--- config.mk ---
export PLATFORM = sky130hd
export DESIGN_NAME = trivium_stream
export DESIGN_NICKNAME = d
export VERILOG_FILES = /design/src/rtl/trivium_stream.sv
export SDC_FILE = /design/constraint.sdc
export NUM_CORES = 1
export LEC_CHECK = 0
export CORE_ASPECT_RATIO = 0.5
export CORE_UTILIZATION = 56
export CTS_CLUSTER_SIZE = 24
export DETAILED_ROUTE_END_ITERATION = 10
export GPL_TIMING_DRIVEN = 0
export PLACE_DENSITY_LB_ADDON = 0.08
export SLEW_MARGIN = 30
export SYNTH_ARGS = -nofsm -noshare
export SYNTH_HDL_FRONTEND = slang
export SYNTH_SLANG_ARGS = --single-unit
--- constraint.sdc ---
create_clock -name clk -period 2.18 [get_ports clk]
set_input_delay 0.218 -clock clk [delete_from_list [all_inputs] [get_ports clk]]
set_output_delay 0.218 -clock clk [all_outputs]
set_load 0.005 [all_outputs]
--- src/rtl/trivium_stream.sv ---
// Purpose : Trivium keystream generator, BPC rounds per clock, packed into OUT_W-bit words.
// Latency : load -> INIT_ROUNDS/BPC warm-up cycles (busy=1) -> first word OUT_W/BPC advances later.
// Backpr. : valid/ready; cipher stalls and ks_data holds while ks_valid=1 and ks_ready=0.
// Ports   : clk, rst_n (async active-low), load/key/iv (rekey strobe), busy (warm-up),
//           ks_data/ks_valid/ks_ready (keystream word handshake).
module trivium_stream #(
  parameter int BPC         = 8,
  parameter int OUT_W       = 8,
  parameter int INIT_ROUNDS = 1152
) (
  input  logic             clk,
  input  logic             rst_n,
  input  logic             load,
  input  logic [79:0]      key,
  input  logic [79:0]      iv,
  output logic             busy,
  output logic [OUT_W-1:0] ks_data,
  output logic             ks_valid,
  input  logic             ks_ready
);

  localparam int N_CHUNK = OUT_W / BPC;
  localparam int N_INIT  = INIT_ROUNDS / BPC;
  localparam int CHUNK_W = (N_CHUNK > 1) ? $clog2(N_CHUNK) : 1;
  localparam int INIT_W  = (N_INIT > 1) ? $clog2(N_INIT) : 1;
  localparam logic [CHUNK_W-1:0] LAST_CHUNK = CHUNK_W'(N_CHUNK - 1);
  localparam logic [INIT_W-1:0]  LAST_INIT  = INIT_W'(N_INIT - 1);

  generate
    if (!(BPC == 1 || BPC == 2 || BPC == 4 || BPC == 8 ||
          BPC == 16 || BPC == 32 || BPC == 64)) begin : g_bad_bpc
      $error("trivium_stream: BPC must be one of 1,2,4,8,16,32,64");
    end
    if (OUT_W < 1 || OUT_W > 64 || (OUT_W % BPC) != 0) begin : g_bad_out_w
      $error("trivium_stream: OUT_W must be a multiple of BPC and at most 64");
    end
    if (INIT_ROUNDS < 1 || (INIT_ROUNDS % BPC) != 0) begin : g_bad_init
      $error("trivium_stream: INIT_ROUNDS must be a nonzero multiple of BPC");
    end
  endgenerate

  typedef enum logic [1:0] {IDLE, INIT, RUN} state_t;

  // Bit j of s holds Trivium register s(j+1).
  state_t             state;
  logic [287:0]       s;
  logic [287:0]       s_nxt;
  logic [BPC-1:0]     chunk;
  logic [OUT_W-1:0]   acc;
  logic [OUT_W-1:0]   word_nxt;
  logic [CHUNK_W-1:0] chunk_cnt;
  logic [INIT_W-1:0]  init_cnt;
  logic               adv_run;
  logic               word_done;

  function automatic logic [287:0] load_state(input logic [79:0] k, input logic [79:0] v);
    logic [287:0] st;
    st = '0;
    for (int j = 0; j < 80; j++) begin
      st[j]      = k[79-j];
      st[93 + j] = v[79-j];
    end
    st[287:285] = 3'b111;
    return st;
  endfunction

  // BPC unrolled rounds; round r's z lands at chunk bit BPC-1-r so the
  // earliest keystream bit is the chunk MSB.
  logic [287:0] rs;
  logic         t1, t2, t3;
  always_comb begin
    rs    = s;
    chunk = '0;
    t1    = 1'b0;
    t2    = 1'b0;
    t3    = 1'b0;
    for (int r = 0; r < BPC; r++) begin
      t1 = rs[65]  ^ rs[92];
      t2 = rs[161] ^ rs[176];
      t3 = rs[242] ^ rs[287];
      chunk[BPC-1-r] = t1 ^ t2 ^ t3;
      t1 = t1 ^ (rs[90]  & rs[91])  ^ rs[170];
      t2 = t2 ^ (rs[174] & rs[175]) ^ rs[263];
      t3 = t3 ^ (rs[285] & rs[286]) ^ rs[68];
      rs = {rs[286:177], t2, rs[175:93], t1, rs[91:0], t3};
    end
    s_nxt = rs;
  end

  // Older chunks shift toward the MSB; after N_CHUNK advances the stale
  // bits of the previous word have been shifted out entirely.
  assign word_nxt  = (acc << BPC) | OUT_W'(chunk);
  assign adv_run   = (state == RUN) && (!ks_valid || ks_ready);
  assign word_done = (chunk_cnt == LAST_CHUNK);

  always_ff @(posedge clk or negedge rst_n) begin
    if (!rst_n) begin
      state     <= IDLE;
      busy      <= 1'b0;
      s         <= '0;
      acc       <= '0;
      chunk_cnt <= '0;
      init_cnt  <= '0;
      ks_data   <= '0;
      ks_valid  <= 1'b0;
    end else if (load) begin
      // Rekey wins over any pending transfer on this edge.
      state     <= INIT;
      busy      <= 1'b1;
      s         <= load_state(key, iv);
      acc       <= '0;
      chunk_cnt <= '0;
      init_cnt  <= '0;
      ks_valid  <= 1'b0;
    end else begin
      case (state)
        INIT: begin
          s <= s_nxt;
          if (init_cnt == LAST_INIT) begin
            state    <= RUN;
            busy     <= 1'b0;
            init_cnt <= '0;
          end else begin
            init_cnt <= init_cnt + 1'b1;
          end
        end
        RUN: begin
          if (adv_run) begin
            s   <= s_nxt;
            acc <= word_nxt;
            if (word_done) begin
              chunk_cnt <= '0;
              ks_data   <= word_nxt;
              ks_valid  <= 1'b1;
            end else begin
              // Either nothing was pending or the pending word was just taken.
              chunk_cnt <= chunk_cnt + 1'b1;
              ks_valid  <= 1'b0;
            end
          end
        end
        default: begin
        end
      endcase
    end
  end

endmodule

# ---- After elaboration in Yosys (flattened, before gate mapping)
# Cells that the tools add are included.
dict set report classes {
  bitwise 114
  n_addsub 2
  n_reduce_logical 12
  n_mux 20
  n_eq_ne 4
}
# operator n
set ops {}
lappend ops {{288-bit two-way mux} 2}
lappend ops {{288-bit one-hot mux with 2 select lines} 1}
lappend ops {{1-bit XOR} 88}
lappend ops {{1-bit bitwise AND} 24}
lappend ops {{8-bit two-way mux} 3}
lappend ops {{1-bit two-way mux} 11}
lappend ops {{8-bit by 1-bit adder with 8-bit output, second input constant} 1}
lappend ops {{8-bit == test, second input constant} 1}
lappend ops {{2-bit nonzero test} 4}
lappend ops {{2-bit two-way mux} 3}
lappend ops {{2-bit AND reduction} 3}
lappend ops {{4-bit AND reduction} 1}
lappend ops {{3-bit != test, second input constant} 1}
lappend ops {{3-bit nonzero test} 1}
lappend ops {{2-bit by 1-bit == test with 1-bit output, second input constant} 1}
lappend ops {{2-bit == test, second input constant} 1}
lappend ops {{1-bit NOT} 2}
lappend ops {{1-bit adder, second input constant} 1}
lappend ops {{1-bit logical AND} 1}
lappend ops {{1-bit zero test} 1}
lappend ops {{1-bit logical OR} 1}
dict set report word_totals {
  reg_bits 309
  input_bits 164
  wordCells 159
  output_inout_bits 10
}

# ---- Longest topological paths before layout
# Gate-level depths: netlist (run 1).
dict set report depth {
  word_depth 6
  ltp_mapped 9
  ltp_nobuf 5
}

# ---- Least setup slack after synthesis (run 1)
# No wires, ideal clock.
dict set report synth_path {
  path_type {register to register}
  startpoint {register state[0]}
  endpoint {register s[61]}
  path_buffers 5
  required_ns 2.103
  slack_ns 0.455
  path_stages_with_launch 10
  synth_period_minus_slack_ns 1.725
  setup_time_ns 0.077
  arrival_time_ns 1.648
  path_cell_list {dfrtp_1 -> nor2b_1 -> buf_6 -> a211oi_4 -> buf_4 -> buf_6 -> buf_8 -> buf_6 -> nand2_1 -> o21ai_1}
}
dict set report synth_via {
  elab_chain_len 4
  word_cells_on_any_way 8
  cone_classes {eq/ne (3); mux (2); reduce/logical (3)}
}
# item line
set synth_rtl {}
lappend synth_rtl {{start: declaration} 45} ;# state_t state;
lappend synth_rtl {{start signal: assignment} 98} ;# state <= IDLE;
lappend synth_rtl {{start signal: assignment} 108} ;# state <= INIT;
lappend synth_rtl {{start signal: assignment} 120} ;# state <= RUN;
lappend synth_rtl {{2-bit == test} {93, 116}}
lappend synth_rtl {{1-bit logical AND} 93} ;# assign adv_run = (state == RUN) && (!ks_valid || ks_ready);
lappend synth_rtl {{3-bit != test (no source line)} -}
lappend synth_rtl {{2-bit AND reduction (no source line)} -}
lappend synth_rtl {{end signal: assignment} 110} ;# s <= load_state(key, iv);
lappend synth_rtl {{end signal: assignment} 118} ;# s <= s_nxt;
lappend synth_rtl {{end signal: assignment} 129} ;# s <= s_nxt;
lappend synth_rtl {{end: declaration} 46} ;# logic [287:0] s;
# Parallel ways exist; a longest one is shown, timed or not.
# A chain may end at the register's enable or synchronous reset.

# ---- Worst setup path after layout (run 1)
dict set report layout_path {
  startpoint {register state[0]}
  endpoint {register s[108]}
}
# The elaborated chain is that of the path after synthesis.

==> flow_summary.toml, run 1 <==
[status]
status = "finished, final reports clean"

[clocking]
cts_tree = "built"
cts-root-buf = "clkbuf_16"
cts.clk_slew.worst_paths_ps = 70
insertion_delay_ps = 560
cts_buffers = 27
clk_path_buf_depth = 3
h-tree-depth = 1
numClockSinks = 307

[floorplanning]
placementRows = 39
die_height_um = 112
start_util_pct = 58.4
io_pins = 174
die_area_um2 = 25000
coreArea_um2 = 23300
die_w_um = 223

[timing]
finalSetupViolations = 0
slew_headroom_pct = 40.4
period_share_pct = 95.9
period_needed_ps = 2090
worst_pin_slew_ps = 893
rsz0062_at_grt = "no"
timing.final.hold_violations = 0
clock_skew_ps = 21.6
drv_slew = 0
fmax_ghz = 0.479

[grt]
grt_antenna_before_repair = 2
overflow = 0
grt_pass1_vias = 10200
gr-usage-all-layers_pct = 29.5
grt_pass1_wl_um = 56700
grt_max_degree = 93

[placement]
hpwl_um = 26600
place_congestion = 0.895
dp_cells = 1664
port_buffers = 173

[synthesis]
synth_ff_type = "dfrtp_1"
yosys_warnings = 0
synthArstFlopShare_pct = 100
synth_cells = 1181
syn_area_um2 = 13600
ys_types = 37
yosysSeqAreaShare_pct = 56.4
post_synth.cell_area_avg_um2 = 11.5
ys_ff_latch = 307
synth_fp_nets = 1346
synth_edf_count = 0

[routing]
met2_length_um = 16000
post_drt_wl_per_cell_um = 20.8
vias_per_cell = 5.86
wl_um = 35800
wl_met3_um = 2390
wl_met1_um = 16700
drt_iter0_drc = 874
firstDrtPassIters = 5
via_count = 10100
drc = 0
ant_nets = 0
top_layer = "met4"

[finish]
fin_cells = 1718
drive_gt1_share_pct = 7.45
final_common_cell = "dfrtp_1"
syn2layout_area_growth_pct = 23.3
utilization_pct = 72.0
final_cell_mix = "dfrtp_1 (307), nand2_1 (193), clkdlybuf4s50_1 (172), mux2i_1 (144), a22o_1 (125)"
fin_nets = 1554

[critical_path]
crit_buf_inv = 3
required_ps = 2580
crit_family = "buffers and inverters"
cp-start-kind = "flop"
critical_path_class = "flop to flop"
cp_slowest_stage_delay_ps = 490
cp_cell_sequence = "nor2b_1 > buf_6 > a211oi_4 > buf_4 > clkbuf_1 > o21ai_1"
critPathCaptureType = "flop"
crit_arrival_ps = 2490
cp_max_fo = 10
cp_slowest_cell = "clkbuf_1"

[pwr]
finalPower_w = 0.0131
p_per_area_nw_per_um2 = 779
p_leak_nw = 7.47
vdd_ir_drop_max_mv = 0.589

[hold_path]
worstHoldPathType = "input pin to asynchronous set/reset pin"

[job]
cap_violations = 0
-- synth_stat cells (2+ instances only) --
cell type | n | area [um2]
dfrtp_1 | 307 | 7680
nand2_1 | 193 | 724
mux2i_1 | 144 | 1440
a22o_1 | 125 | 1090
o21ai_1 | 106 | 531
o21ai_0 | 56 | 280
xnor2_1 | 56 | 490
clkbuf_1 | 32 | 120
buf_2 | 29 | 145
nor2_1 | 17 | 63.8
a21oi_1 | 13 | 65.1
buf_6 | 13 | 146
xor2_1 | 12 | 105
buf_4 | 10 | 75.1
nand3_1 | 10 | 50.1
xor3_1 | 9 | 214
a21o_1 | 7 | 52.6
a32o_1 | 7 | 70.1
or3_1 | 7 | 43.8
nand2b_1 | 4 | 25.0
nor2b_1 | 3 | 18.8
o22a_1 | 3 | 26.3
inv_1 | 2 | 7.51
o2111ai_1 | 2 | 17.5
o211ai_1 | 2 | 15.0
-- worst paths after layout --
check	start	endpoint	depth (start not counted)	slack (ps)
worst max-delay path	state[0]	s[108]	6	90
worst min-delay path	rst_n	s[210]	2	170
worst max register to register	state[0]	s[108]	6	90
worst min register to register	s[150]	s[150]	2	480
max in group asynchronous	rst_n	s[53]	4	840
min in group clk	key[13]	s[66]	3	300
-- metal layers --
layer,track usage [%],vias up
met5,0,-
met4,6.02,0
met3,6.52,46
met2,45.3,307
met1,43.6,5108
li1,-,4603
-- worst register-to-register path: stages (launching register included) --
cell and delay (ps):
dfrtp_1 440, nor2b_1 160, buf_6 140, a211oi_4 250
buf_4 280, clkbuf_1 490, o21ai_1 170
-- metrics by stage --
step | setup WS (ps) | hold slack (ps) | cell area (um2) | setup TNS, ps
after floorplan | 455 | -77.6 | 13600 | 0
after global placement | -11820 | 463 | 15700 | -3644350
after detailed placement | -306 | 175 | 15800 | -35340
after CTS | 82.9 | 187 | 16800 | 0
after global routing | 14.8 | 199 | 16800 | 0
final | 90.4 | 173 | 16800 | 0
-- flip-flops by register name, summed over array words and instances (netlist names) --
register / flops
s: 288
state: 2
ks_valid: 1
init_cnt: 8
ks_data: 8
-- area by class of cell --
class                           instances  area [um2]
Timing Repair Buffer                  179        1840
Fill cell                            1708        6530
Multi-Input combinational cell        787        5430
Inverter                                2        7.51
Antenna cell                            2        5.00
Clock buffer                           41         808
Buffer                                 85         504
Tap cell                              307         384
Sequential cell                       307        7680
Clock inverter                          8         125
-- power by group --
group,internal (W),switching (W),total (W)
logic,0.000820,0.000731,0.00155
registers,0.00611,0.000332,0.00644
clock network,0.00292,0.00217,0.00509
total,0.00985,0.00323,0.0131
-- what timing repair did --
| action | 4_1_cts | 5_1_grt |
|---|---|---|
| endpoints found under the setup margin | 108 | 17 |
| hold buffers | 1 | 0 |
| setup buffers | 2 | 0 |
| endpoints found under the hold margin | 55 | 0 |
| gates resized for setup | 0 | 1 |
| pin swaps | 2 | 0 |
| cloned | 0 | 0 |
-- cells by family (layout without fill, tap and decap cells) --
group,Yosys count,in the layout,share of synthesized area [%]
AND/OR/NAND/NOR,240,240,7.13
adder cells (fa/ha/maj),1,1,0.0918
flip-flops,307,307,56.4
buffers and inverters,87,315,3.74
multiplexers,144,144,10.6
XOR/XNOR,77,77,5.94
AO/OA/AOI/OAI,325,325,16.1
other,0,2,0
Note: power is estimated with default switching activity, not from simulation.
==> inputs of run 2 (changes only) <==
--- a/config.mk
+++ b/config.mk
@@ -7,6 +7,7 @@
 export LEC_CHECK = 0
 export CORE_ASPECT_RATIO = 0.5
 export CORE_UTILIZATION = 56
+export CTS_CLUSTER_DIAMETER = 120
 export CTS_CLUSTER_SIZE = 24
 export DETAILED_ROUTE_END_ITERATION = 10
 export GPL_TIMING_DRIVEN = 0
@@ -15,3 +16,4 @@
 export SYNTH_ARGS = -nofsm -noshare
 export SYNTH_HDL_FRONTEND = slang
 export SYNTH_SLANG_ARGS = --single-unit
+export TNS_END_PERCENT = 100
==> run 2 against run 1 <==
Against the previous run:
- combinational power barely moved
- flip-flop and latch count did not move
- non-clock buffer count did not move
- hold slack improved by 38 ps
- highest routed layer is now met5
==> flow_summary.toml, run 2 (same netlist as run 1, synthesis figures left out) <==
[critical_path]
crit_buf_inv = 3
crit_family = "buffers and inverters"
critical_path_class = "flop to flop"
cp_slowest_cell = "clkbuf_1"
r2r_start = "state[0]"
cp_cell_sequence = "nor2b_1 > buf_6 > a211oi_4 > buf_4 > clkbuf_1 > o21ai_1"
required_ps = 2560
crit_arrival_ps = 2440
cp_max_fo = 10
r2r_setup_slack_ps = 120
cp-start-kind = "flop"
rr_worst_depth = 6
r2r-end = "s[108]"
critPathCaptureType = "flop"
cp_slowest_stage_delay_ps = 490

[clocking]
cts-root-buf = "clkbuf_16"
numClockSinks = 307
cts_buffers = 16
cts_tree = "built"
insertion_delay_ps = 520
h-tree-depth = 1
cts.clk_slew.worst_paths_ps = 100
clk_path_buf_depth = 3

[finish]
final_cell_mix = "dfrtp_1 (307), nand2_1 (193), clkdlybuf4s50_1 (172), mux2i_1 (144), a22o_1 (125)"
drive_gt1_share_pct = 5.81
largest_register_ff_count = 288
fin_nets = 1543
utilization_pct = 69.9
top_register = "s"
reg_top3 = "s: 288 flops, init_cnt: 8 flops, ks_data: 8 flops"
fin_area_um2 = 16300
fillers = 1794
syn2layout_area_growth_pct = 19.6
final_common_cell = "dfrtp_1"

[placement]
place_congestion = 0.895
placed_area_um2 = 15800
hpwl_um = 26600
preCtsSetupSlack_ps = -306
port_buffers = 173

[routing]
drc = 0
post_drt_wl_per_cell_um = 20.8
ant_nets = 0
vias_per_cell = 5.89
via_count = 9949
firstDrtPassIters = 5
drt_iter0_drc = 800
wl_um = 35200

[timing]
slew_headroom_pct = 40.3
fmax_ghz = 0.484
period_share_pct = 94.7
clock_skew_ps = 15.1
worst_pin_slew_ps = 896
rsz0062_at_grt = "no"
timing.hold.ws_ps = 210
finalSetupViolations = 0
drv_slew = 0
timing.final.hold_violations = 0
period_needed_ps = 2060
setup_ws_ps = 116

[pwr]
pwr-share-comb_pct = 13.8
seqPwrFrac_pct = 57.5
p_sw_share_pct = 25.5
clock_power_share_pct = 28.7
p_per_area_nw_per_um2 = 686
switchingPower_w = 0.00285
vdd_ir_drop_max_mv = 0.657
intPower_w = 0.00833
p_leak_nw = 7.22
finalPower_w = 0.0112

[floorplanning]
die_w_um = 223
start_util_pct = 58.4
io_pins = 174
coreArea_um2 = 23300
die_area_um2 = 25000
placementRows = 39
die_height_um = 112

[grt]
grt_pass1_wl_um = 55700
grt_pass1_vias = 9979
grt_antenna_before_repair = 3
overflow = 0
grt_max_degree = 93
gr-usage-all-layers_pct = 29.1

[hold_path]
worstHoldPathType = "input pin to asynchronous set/reset pin"

[job]
cap_violations = 0

[status]
status = "finished, final reports clean"
==> run 2: area by class of cell <==
class,instances,area (um2),share of cell area (%)
clock buffers,17,425,2.61
inverters,2,7.51,0.0461
flip-flops and latches,307,7680,47.1
well taps,307,384,2.36
plain buffers,85,507,3.11
clock inverters,1,7.51,0.0461
repair buffers,179,1840,11.3
multi-input cells,787,5430,33.3
diodes,3,7.51,0.0461
==> run 2: worst max-delay path by stage <==
stage | start | endpoint | slack [ps] | depth (start not counted)
floorplan | state[0] | s[61] | 460 | 9
global placement | rst_n | s[33] | -11820 | 1
detailed placement | load | s[101] | -310 | 6
CTS | state[0] | s[4] | 80 | 8
global route | state[0] | s[167] | 9 | 8
finish | state[0] | s[108] | 120 | 6
==> run 2: repair_timing <==
item                                    CTS  global route
pin swaps                                 2             0
resized for setup                         0             2
endpoints found under the setup margin  131            18
buffers inserted                          2             0
cloned                                    0             0
hold buffers                              1             0
hold endpoints to repair                 55             0
==> run 2: power groups by stage <==
| stage | combinational (W) | clock [W] | sequential, W |
|---|---|---|---|
| final | 0.00154 | 0.00320 | 0.00643 |
| after global routing | 0.00168 | 0.00349 | 0.00648 |
| after CTS | 0.00155 | 0.00327 | 0.00642 |
| after detailed placement | 0.00155 | 0 | 0.00653 |
| after global placement | 0.00148 | 0 | 0.00653 |
| after floorplan | 0.000866 | 0 | 0.00641 |
==> run 2: worst reg2reg max path, cell delays in order, from the launching register on <==
cell	delay, ps
dfrtp_1	450
nor2b_1	160
buf_6	150
a211oi_4	240
buf_4	270
clkbuf_1	500
o21ai_1	170
==> run 2: metrics by stage <==
step / setup TNS, ps / instances
final: 0 / 1688
after global routing: 0 / 1687
after CTS: 0 / 1685
after detailed placement: -35340 / 1664
after global placement: -3644350 / 1661
after floorplan: 0 / 1181
==> run 2: per-layer routing <==
| metal | track usage (%) | share of wire (%) |
|---|---|---|
| met1 | 43.2 | 47 |
| met2 | 44.6 | 45 |
| met3 | 5.84 | 6.4 |
| met4 | 5.75 | 1.4 |
| met5 | 1.52 | 0.14 |
